--- src/rtl/l3_kernel_scheduler.sv ---
// C3 kernel-pair sequencer: streams 151-word filters from the dual-port weight ROM, then runs conv per pair.
// Optional busy-cycle counter output perf_cycles enabled by defining L3_SCHED_PERF_EN.
module l3_kernel_scheduler #(
    parameter int DATA_WIDTH    = 12,
    parameter int KERNEL_PAIRS  = 8,
    parameter int FILTER_WORDS  = 151,
    parameter int FILTER_BASE_0 = 0,
    parameter int FILTER_BASE_1 = 1208,
    parameter int READ_LATENCY  = 2
) (
    input  logic                  clk,
    input  logic                  rst,
    input  logic                  start,
    input  logic                  conv_done,
    output logic [DATA_WIDTH-1:0] weight_addra,
    output logic [DATA_WIDTH-1:0] weight_addrb,
    output logic                  weight_valid,
    output logic [7:0]            weight_index,
    output logic [2:0]            kernel_idx,
    output logic                  conv_start,
    output logic                  busy,
    output logic                  done
`ifdef L3_SCHED_PERF_EN
    ,
    output logic [15:0]           perf_cycles
`endif
);

    localparam int DCW = (READ_LATENCY > 1) ? $clog2(READ_LATENCY) : 1;

    typedef enum logic [4:0] {
        S_IDLE  = 5'b00001,
        S_LOAD  = 5'b00010,
        S_DRAIN = 5'b00100,
        S_CONV  = 5'b01000,
        S_FIN   = 5'b10000
    } state_t;

    state_t                r_st;
    state_t                w_st_nxt;
    logic [7:0]            r_wc;
    logic [7:0]            w_wc_nxt;
    logic [2:0]            r_kidx;
    logic [2:0]            w_kidx_nxt;
    logic [DCW-1:0]        r_dcnt;
    logic [DCW-1:0]        w_dcnt_nxt;
    logic                  r_conv_first;
    logic                  w_conv_first_nxt;
    logic                  w_conv_start;
    logic                  w_busy;
    logic                  w_done;
    logic [DATA_WIDTH-1:0] r_addra;
    logic [DATA_WIDTH-1:0] r_addrb;
    logic [DATA_WIDTH-1:0] w_addra_nxt;
    logic [DATA_WIDTH-1:0] w_addrb_nxt;
    logic [DATA_WIDTH-1:0] w_pair_off;
    logic                  r_vpipe [READ_LATENCY];
    logic [7:0]            r_ipipe [READ_LATENCY];

    always_comb begin
        w_st_nxt         = r_st;
        w_wc_nxt         = r_wc;
        w_kidx_nxt       = r_kidx;
        w_dcnt_nxt       = r_dcnt;
        w_conv_first_nxt = 1'b0;
        w_conv_start     = 1'b0;
        w_busy           = 1'b0;
        w_done           = 1'b0;
        case (r_st)
            S_IDLE: begin
                if (start) begin
                    w_st_nxt   = S_LOAD;
                    w_wc_nxt   = '0;
                    w_kidx_nxt = '0;
                end
            end
            S_LOAD: begin
                w_busy   = 1'b1;
                w_wc_nxt = r_wc + 8'd1;
                if (r_wc == 8'(FILTER_WORDS - 1)) begin
                    w_st_nxt   = S_DRAIN;
                    w_dcnt_nxt = '0;
                end
            end
            S_DRAIN: begin
                w_busy = 1'b1;
                if (r_dcnt == DCW'(READ_LATENCY - 1)) begin
                    w_st_nxt         = S_CONV;
                    w_conv_first_nxt = 1'b1;
                end else begin
                    w_dcnt_nxt = r_dcnt + 1'b1;
                end
            end
            S_CONV: begin
                w_busy       = 1'b1;
                w_conv_start = r_conv_first;
                // conv_done is only honoured once the start pulse has been issued
                if (!r_conv_first && conv_done) begin
                    if (r_kidx == 3'(KERNEL_PAIRS - 1)) begin
                        w_st_nxt = S_FIN;
                    end else begin
                        w_st_nxt   = S_LOAD;
                        w_kidx_nxt = r_kidx + 3'd1;
                        w_wc_nxt   = '0;
                    end
                end
            end
            S_FIN: begin
                w_done   = 1'b1;
                w_st_nxt = S_IDLE;
            end
            default: w_st_nxt = S_IDLE;
        endcase
    end

    // Addresses are computed from next-cycle counters so the register shows word wc during the LOAD cycle itself
    assign w_pair_off  = DATA_WIDTH'(w_kidx_nxt) * DATA_WIDTH'(FILTER_WORDS) + DATA_WIDTH'(w_wc_nxt);
    assign w_addra_nxt = DATA_WIDTH'(FILTER_BASE_0) + w_pair_off;
    assign w_addrb_nxt = DATA_WIDTH'(FILTER_BASE_1) + w_pair_off;

    always_ff @(posedge clk) begin
        if (!rst) begin
            r_st         <= S_IDLE;
            r_wc         <= '0;
            r_kidx       <= '0;
            r_dcnt       <= '0;
            r_conv_first <= 1'b0;
            r_addra      <= '0;
            r_addrb      <= '0;
        end else begin
            r_st         <= w_st_nxt;
            r_wc         <= w_wc_nxt;
            r_kidx       <= w_kidx_nxt;
            r_dcnt       <= w_dcnt_nxt;
            r_conv_first <= w_conv_first_nxt;
            if (w_st_nxt == S_LOAD) begin
                r_addra <= w_addra_nxt;
                r_addrb <= w_addrb_nxt;
            end
        end
    end

    always_ff @(posedge clk) begin
        if (!rst) begin
            for (int unsigned i = 0; i < READ_LATENCY; i++) begin
                r_vpipe[i] <= 1'b0;
                r_ipipe[i] <= '0;
            end
        end else begin
            r_vpipe[0] <= (r_st == S_LOAD);
            r_ipipe[0] <= r_wc;
            for (int unsigned i = 1; i < READ_LATENCY; i++) begin
                r_vpipe[i] <= r_vpipe[i-1];
                r_ipipe[i] <= r_ipipe[i-1];
            end
        end
    end

`ifdef L3_SCHED_PERF_EN
    logic [15:0] r_perf;

    always_ff @(posedge clk) begin
        if (!rst) begin
            r_perf <= '0;
        end else if (r_st == S_IDLE && start) begin
            r_perf <= '0;
        end else if (w_busy && r_perf != '1) begin
            r_perf <= r_perf + 16'd1;
        end
    end

    assign perf_cycles = r_perf;
`endif

    assign weight_addra = r_addra;
    assign weight_addrb = r_addrb;
    assign weight_valid = r_vpipe[READ_LATENCY-1];
    assign weight_index = r_ipipe[READ_LATENCY-1];
    assign kernel_idx   = r_kidx;
    assign conv_start   = w_conv_start;
    assign busy         = w_busy;
    assign done         = w_done;

endmodule

--- config.mk ---
export PLATFORM = sky130hd
export DESIGN_NAME = l3_kernel_scheduler
export DESIGN_NICKNAME = d
export VERILOG_FILES = /design/src/rtl/l3_kernel_scheduler.sv
export SDC_FILE = /design/constraint.sdc
export NUM_CORES = 1
export LEC_CHECK = 0
export CAP_MARGIN = 10
export CORE_MARGIN = 1
export CORE_UTILIZATION = 30
export DETAILED_ROUTE_END_ITERATION = 16
export HOLD_SLACK_MARGIN = 0.1
export PLACE_DENSITY_LB_ADDON = 0.1
export SLEW_MARGIN = 15
export SYNTH_ARGS = -nofsm -noshare
export SYNTH_HDL_FRONTEND = slang
export SYNTH_SLANG_ARGS = --single-unit
--- constraint.sdc ---
create_clock -name clk -period 4.2 [get_ports clk]
set_input_delay 0.42 -clock clk [delete_from_list [all_inputs] [get_ports clk]]
set_output_delay 0.42 -clock clk [all_outputs]
set_load 0.005 [all_outputs]
Yosys cells after proc, flatten, opt, wreduce, memory -nomap -nowiden:

Memory sizes are Yosys's and may differ from the RTL's.
Cells that the tools add are included.
Widths: inputs -> output; s select.

* $add $sub $neg: 5
* $mul: 1
* eq/ne operators: 9
* mux-type cells: 27
* bitwise logic cells: 4
* reductions and logical operators: 6

Operators by type and width (count)
* $mux 8: 5
* $mux 5: 5
* $pmux 8 s3: 1
* $pmux 5 s4: 1
* $add 11x12->12 const A: 1
* $add 11x8->12: 1
* $mul 3x8->11 const B: 1
* $eq 5x2->1 const B: 2
* $mux 1: 10
* $mux 3: 3
* $add 8x1->8 const B: 1
* $eq 8x8->1 const B: 1
* $pmux 3 s2: 1
* $eq 5x1->1 const B: 1
* $eq 5x3->1 const B: 1
* $eq 5x4->1 const B: 1
* $eq 5x5->1 const B: 1
* $or 1x1->1: 4
* $reduce_and 2->1: 2
* $add 3x1->3 const B: 1
* $eq 3x3->1 const B: 1
* $reduce_or 3->1: 1
* $ne 2x2->1 const B: 1
* $pmux 1 s2: 1
* 4 further kinds: 4

* flip-flop bits (word level): 42
* RAM bits: 18
* bits of input ports: 4
* output and inout bits: 39
* word-level logic and storage cells: 61
* memories: 2

Memories
* r_ipipe: depth 2, width 8, read ports 2, clocked after memory_dff 0, wr ports 2, line 58 `logic [7:0] r_ipipe [READ_LATENCY];`
* r_vpipe: depth 2, width 1, read ports 2, clocked after memory_dff 0, wr ports 2, line 57 `logic r_vpipe [READ_LATENCY];`

Longest topological paths before layout:

Gate-level depths: netlist of the first run.

* word-level depth: 7
* mapped depth: 20
* mapped depth without buffers: 20

Worst setup path after synthesis of the first run:

OpenSTA, ideal clock, no wires.

* path kind: register to register
* from: reg r_st[0]
* to: reg r_addrb[9], in the netlist weight_addrb[9]
* setup time: 0.121 ns
* data arrival time: 4.237 ns
* data required time: 4.079 ns
* slack: -0.158 ns
* cell stages (with the launch flop): 18
* path buffers: 0
* period minus slack after synthesis: 4.358 ns
* cell sequence: dfxtp_1 -> nor2_1 -> and4bb_2 -> a21oi_2 -> nand2_1 -> a32oi_1 -> inv_1 -> fa_1 -> fa_1 -> inv_1 -> fa_1 -> nand2b_1 -> a211oi_1 -> or3_1 -> nand3_1 -> o211ai_1 -> xor2_1 -> a21oi_1

* longest elaborated chain between the ends: 5
* elaborated cells on any way between the ends: 15
* classes of those cells: add/sub (2); mul (1); eq/ne (5); mux (7)

Ends and longest elaborated chain
* from (decl): line 39 `state_t r_st;`
* from (signal assigned): line 131 `r_st <= w_st_nxt;`
* $eq 5x4->1 or $eq 5x1->1 (tied branches): line 69 `case (r_st)`
* $pmux 3 s2 *: line 69
* via w_kidx_nxt[1]: line 44 `logic [2:0] w_kidx_nxt;`
* $mul 3x8->11 *: line 117 `assign w_pair_off = DATA_WIDTH'(w_kidx_nxt) * DATA_WIDTH'(FILTER_WORDS) + DATA_WIDTH'(w_wc_nxt);`
* $add 11x8->12 *: line 117
* $add 11x12->12 *: line 119 `assign w_addrb_nxt = DATA_WIDTH'(FILTER_BASE_1) + w_pair_off;`
* to (signal assigned): line 138 `r_addrb <= w_addrb_nxt;`
* to (decl): line 53 `logic [DATA_WIDTH-1:0] r_addrb;`

The timed path passes the listed nets; every way through them passes the cells marked *.
A chain may end at the register's enable or synchronous reset.

Worst setup path in the final report of the first run:

* from: reg r_st[2]
* to: reg r_addrb[9], in the netlist weight_addrb[9]

The elaborated chain is that of the path after synthesis.

==> results.ini, run 1 <==
[yosys]
syn_avg_cell_area_um2=8.83
yosys-top-cells-count=dfxtp_1, nand2_1, and2_1
syn-instance-count=337
synthXorXnorAreaFrac_pct=2.61
ys_types=52
synthFlopType=dfxtp_1
ys_ff_latch=56
synth_fp_nets=366
seq_area_frac_synth_pct=37.7
netlist_area_um2=2980
synth_top_cell_area_share_pct=37.7
synthMuxAreaShare_pct=0
yosys_warnings=0
synthAdderAreaFrac_pct=12.0
yosys-top-cells-area=dfxtp_1, ha_1, and2_1, nand2_1, fa_1
yosysMostFrequentCell=dfxtp_1
yosysTopAreaCell=dfxtp_1
synth_compound_area_share_pct=16.4
synth_enable_flop_cells=0
yosys.area_share.simple_pct=24.3
synth_top_family_by_area=simple AND/OR/NAND/NOR gates
async_reset_ff_share_pct=0

[sta]
skew_ps=11.9
setup_viol=0
finalCriticalPeriod_ps=4150
worst_slack_ps=54.6
fmax_ghz=0.241
period_share_pct=98.7
drv_slew=0
timing_hold_violations_final=0
finalSetupTns_ps=0
hold_ws_ps=440
maxSlewHeadroom_pct=58.4
worst_pin_slew_ps=622
rsz0062_at_grt=yes

[floorplan]
die-area_um2=10300
io_pins=43
die-width_um=102
die_y_um=102
rows=35
core_um2=9420
start_util_pct=31.6

[place]
postPlaceCellArea_um2=3770
dpl.cell_count=529
place.gp.congestion=0.847
dp_hpwl_um=5260
place_ws_ps=-466
portBuffers=41

[detailed_routing]
dr.pass1.iters=4
wl_met3_um=178
wl_met2_um=3280
drc_errors=0
viasPerCell=4.55
vias=2471
final_antenna_net_count=0
initialDrtViolationCount=60
wirelength_um=6980
highest_layer=met4
avgRoutedWirePerCell_um=12.9
met1Wirelength_um=3430

[worst_setup_path]
start_kind=flop
critPathMaxStageDelay_ps=460
r2r_cells=19
timing.rr.end=weight_addrb[9]$_SDFFE_PN0N_
r2r-start=r_st[2]$_SDFF_PN0_
crit_type=reg2reg
reg2reg_slack_ps=50
path_cells=or3_4, nor4b_4, a21oi_4, nand2_2, nand2_2, o21ai_2, fa_1, fa_1, ha_1, a21o_1, a21oi_2, xnor2_2, inv_1, ha_2, inv_2, o211a_1, o211ai_1, xor2_1, a21oi_1
cpLargestDelayFamily=adder cells
cp.arrival_ps=4330
endpoint_kind=flop
cp_num_buf_inv=2
crit_path_max_fanout=3
cpMaxStageDelayCell=fa_1
cp.required_ps=4390

[clocking]
htreeDepth=2
cts_sinks=56
clock-root-buffer=clkbuf_8
hold_buffers=0
clk_latency_ps=320
clk_pin_slew_ps=110
cts_tree=yes
clock_path_buffers=2
cts_buffers=5

[worst_hold_path]
min_from=r_vpipe[0][0]$_SDFF_PN0_
holdCritPathClass=reg2reg
min_to=r_vpipe[0][1]$_SDFF_PN0_
min_path_cells=1

[grt]
antenna_found_initial=0
track_usage_pct=14.7
overflow=0
grt_max_degree=34
grt_pass1_vias=2475
grt_pass1_wl_um=11800

[pwr]
pwr_density_cell_nw_per_um2=302
p_leak_uw=0.00175
peakVddDrop_mv=0.179

[finish]
fin_nets=442
drive_gt1_share_pct=24.9
fillers=964
diodes=0
instances_no_fill=543
multi_input_area_um2=1790
stdcell_area_um2=4080
regArea_um2=1130
area_growth_pct=37.3

[outcome]
status=complete, no violations

[run]
maxCapViolations=0

where the power goes:
part | switching (uW) | internal [uW] | leakage [uW]
clock network | 182 | 240 | 0.0000687
logic | 123 | 119 | 0.00122
registers | 15.6 | 555 | 0.000455
total | 320 | 914 | 0.00175
final cells by class:
cell class	count	share of cell area (%)
Clock inverter	3	1.69
Clock buffer	5	1.69
Timing Repair Buffer	90	19.4
Sequential cell	56	27.6
Tap cell	129	3.95
Multi-Input combinational cell	241	43.9
Inverter	19	1.75
sequential cells by signal, summed over array words and instances, names as in the netlist:
| signal | flops |
|---|---|
| r_ipipe | 16 |
| weight_addra | 11 |
| weight_addrb | 9 |
| r_wc | 8 |
| r_st | 5 |
| kernel_idx | 3 |
| r_vpipe | 2 |
| r_conv_first | 1 |
| r_dcnt | 1 |
logic make-up (layout without fill, tap and decap cells):
family | count (synthesis) | count (layout)
other | 1 | 1
XOR/XNOR | 8 | 8
buffers and inverters | 40 | 117
adder cells (fa/ha/maj) | 25 | 25
AND/OR/NAND/NOR | 132 | 132
AO/OA/AOI/OAI | 75 | 75
flip-flops | 56 | 56
cell usage in the layout, fill, tap and decap left out, drive strengths merged, types with 4 or more instances in the layout:
master,synthesis,layout
a211oi,4,4
a21oi,22,22
and2,30,30
and3,5,5
buf,15,49
clkbuf,6,5
clkdlybuf4s50,0,41
dfxtp,56,56
fa,6,6
ha,19,19
inv,19,20
nand2,37,37
nand2b,4,4
nand3,7,7
nand3b,4,4
nor2,25,25
nor3,6,6
o21a,4,4
o21ai,23,23
or3,4,4
xnor2,5,5
metrics by stage:
stage	utilization (%)	power (uW)
finish	43.4	1230
global placement	40.1	823
global route	43.4	1300
detailed placement	40.1	824
CTS	42.2	1250
floorplan	-	710
how the worst max path moves through the flow:
stage | from | end | slack [ps] | depth (start not counted)
after floorplan | kernel_idx[0]$_SDFF_PN0_ | weight_addrb[9]$_SDFFE_PN0N_ | 5 | 18
after global placement | conv_done | weight_addrb[7]$_SDFFE_PN0N_ | -330 | 19
after detailed placement | conv_done | weight_addrb[9]$_SDFFE_PN0N_ | -470 | 18
after CTS | r_st[2]$_SDFF_PN0_ | weight_addrb[9]$_SDFFE_PN0N_ | 20 | 19
after global routing | r_st[2]$_SDFF_PN0_ | weight_addrb[9]$_SDFFE_PN0N_ | -150 | 19
final | r_st[2]$_SDFF_PN0_ | weight_addrb[9]$_SDFFE_PN0N_ | 50 | 19
worst reg2reg max path: stages, from the launching register on:
cell,delay [ps]
dfxtp_2,340
or3_4,410
nor4b_4,320
a21oi_4,60
nand2_2,110
nand2_2,60
o21ai_2,70
fa_1,450
fa_1,460
ha_1,280
a21o_1,210
a21oi_2,170
xnor2_2,90
inv_1,60
ha_2,180
inv_2,30
o211a_1,240
o211ai_1,230
xor2_1,180
a21oi_1,80
routing by layer:
layer / global-route usage, % / vias up
met5: 0 / -
met4: 5.02 / 0
met3: 2.55 / 8
met2: 24.6 / 33
met1: 19.1 / 1144
li1: - / 1286
timing repair:
action                                  CTS  global route
gates resized for setup                  15            18
setup buffers                             2             4
pin swaps                                15             7
endpoints found under the setup margin    9            11
gates cloned                              0             0
No activity file was read; power rests on OpenSTA's default activity.
==> run 2: changes to the inputs <==
--- a/config.mk
+++ b/config.mk
@@ -8,6 +8,7 @@
 export CAP_MARGIN = 10
 export CORE_MARGIN = 1
 export CORE_UTILIZATION = 30
+export CTS_CLUSTER_SIZE = 14
 export DETAILED_ROUTE_END_ITERATION = 16
 export HOLD_SLACK_MARGIN = 0.1
 export PLACE_DENSITY_LB_ADDON = 0.1
==> constraint.sdc (replaced) <==
create_clock -name clk -period 4.6 [get_ports clk]
set_input_delay 0.46 -clock clk [delete_from_list [all_inputs] [get_ports clk]]
set_output_delay 0.46 -clock clk [all_outputs]
set_load 0.005 [all_outputs]
==> results.ini, run 2 (synthesized netlist as in run 1, its figures left out) <==
[place]
portBuffers=41  ; unchanged
dp_hpwl_um=4990  ; -5.1%
place.gp.congestion=0.780  ; -8.0%
place_ws_ps=-243  ; +224 ps

[floorplan]
start_util_pct=31.6  ; unchanged
die_y_um=102  ; unchanged
core_um2=9420  ; unchanged
rows=35  ; unchanged
die-width_um=102  ; unchanged
die-area_um2=10300  ; unchanged
io_pins=43  ; unchanged

[worst_setup_path]
cp.arrival_ps=4470  ; +140 ps
crit_type=reg2reg
endpoint_kind=flop
start_kind=flop
r2r-start=r_st[3]$_SDFF_PN0_
critPathLaunch=r_st[3]$_SDFF_PN0_
crit_path_max_fanout=7  ; +4
cp.required_ps=4780  ; +390 ps

[detailed_routing]
avgRoutedWirePerCell_um=13.1  ; +1.9%
vias=2425  ; -1.9%
final_antenna_net_count=0  ; unchanged
dr.pass1.iters=4  ; unchanged
wirelength_um=6810  ; -2.4%
drc_errors=0  ; unchanged
viasPerCell=4.66  ; +2.5%
initialDrtViolationCount=109  ; +82%

[sta]
drv_slew=0  ; unchanged
skew_ps=7.67  ; -4.23 ps
worst_slack_ps=312  ; +258 ps
setup_viol=0  ; unchanged
timing_hold_violations_final=0  ; unchanged
maxSlewHeadroom_pct=41.2  ; -17 points
finalCriticalPeriod_ps=4290  ; +142 ps
fmax_ghz=0.233  ; -3.3%
rsz0062_at_grt=no
worst_pin_slew_ps=881  ; +259 ps
period_share_pct=93.2  ; -5.5 points

[clocking]
clock-root-buffer=clkbuf_8
htreeDepth=2  ; unchanged
cts_buffers=5  ; unchanged
clk_pin_slew_ps=100  ; about the same
clk_latency_ps=310  ; about the same
cts_sinks=56  ; unchanged
clock_path_buffers=2  ; unchanged
cts_tree=yes

[finish]
area_growth_pct=25.4
largest_reg_flops=16  ; unchanged
final_cell_mix=dfxtp_1, clkdlybuf4s50_1, nand2_1, and2_1, buf_4
layout_commonest_cell=dfxtp_1
drive_gt1_share_pct=14.3  ; -11 points
diodes=0  ; unchanged
multi_input_area_um2=1680  ; -6.6%
final_util_pct=39.6  ; -3.8 points
fin_nets=419  ; -5.2%
regArea_um2=1130  ; -0.22%
top_register=r_ipipe
fillers=958  ; -0.62%

[grt]
grt_use_met2_pct=24.2  ; -0.42 points
antenna_found_initial=0  ; unchanged
grt_most_used_layer=met2
track_usage_pct=14.5  ; -0.26 points
grt_max_degree=34  ; unchanged
grt_use_met3_pct=2.35  ; -0.21 points
grt_use_met1_pct=19.1  ; -0.050 points
grt_pass1_wl_um=11500  ; -3.0%
grt_pass1_vias=2332  ; -5.8%
overflow=0  ; unchanged

[run]
maxCapViolations=0  ; unchanged

[worst_hold_path]
min_from=r_ipipe[0][0]$_SDFF_PN0_
holdCritPathClass=reg2reg

[pwr]
p_leak_uw=0.00158  ; -9.5%
pwr_density_cell_nw_per_um2=269  ; -11%
peakVddDrop_mv=0.112  ; -37%
totalPowerFinal_uw=1000  ; -19%

[outcome]
status=complete, no violations

run 2: cell types whose count changed in the layout (fill, tap and decap cells not counted), moves of 3 or more:
| cell | previous run | this run |
|---|---|---|
| inv_2 | 3 | 0 |
| ha_1 | 16 | 19 |
| buf_4 | 48 | 26 |
| inv_1 | 16 | 19 |
run 2: power breakdown:
part           internal, uW  total (uW)  leakage (uW)  switching (uW)
clock network           109         279     0.0000445             170
registers               507         520      0.000455            13.6
logic                  93.6         204       0.00108             110
run 2: cell type report:
type                    count  share of cell area, %
flip-flops and latches     56                   30.2
well taps                 129                   4.33
clock inverters             3                  0.570
multi-input cells         241                   44.9
inverters                  19                   1.91
clock buffers               5                   1.85
repair buffers             67                   16.2
run 2: what timing repair did:
| action | 4_1_cts | 5_1_grt |
|---|---|---|
| buffers inserted | 0 | 1 |
| resized for setup | 0 | 10 |
| hold buffers | 0 | 0 |
| setup endpoints to repair | 0 | 7 |
run 2: stage by stage:
step / cell area, um2 / cells / TNS [ps] / hold WS, ps
3_5_place_dp: 3600 / 511 / -1260 / 420
4_1_cts: 3690 / 519 / 0 / 446
6_report: 3730 / 520 / 0 / 442
5_1_grt: 3730 / 520 / 0 / 461
2_1_floorplan: 2980 / 337 / 0 / 412
3_3_place_gp: 3600 / 511 / -387 / 415
run 2: path summary, 6_finish.rpt:
kind | endpoint | slack, ps | depth (start not counted)
setup / recovery | weight_addrb[9]$_SDFFE_PN0N_ | 310 | 17
hold / removal | r_ipipe[0][8]$_SDFF_PN0_ | 440 | 1
setup reg to reg | weight_addrb[9]$_SDFFE_PN0N_ | 310 | 17
hold reg to reg | r_ipipe[0][8]$_SDFF_PN0_ | 440 | 1
run 2: critical path, cell delays in order, from the launching register on:
cell      delay [ps]
dfxtp_4          380
or3_4            400
nor4b_4          300
a21oi_2           70
nand2_2          110
nand2_1           70
o21ai_2           80
fa_1             450
fa_1             530
inv_1             80
fa_2             420
nand2b_1         180
a211oi_2         310
or3_1            170
nand3_2          100
o211ai_1         250
xor2_1           170
a21oi_1           80
run 2: layer usage:
layer	part of all wire, %	up-vias	wire (um)
li1	-	1244	-
met1	48	1138	3290
met2	48	38	3300
met3	2.4	5	165
met4	0.91	0	62
met5	0	-	0
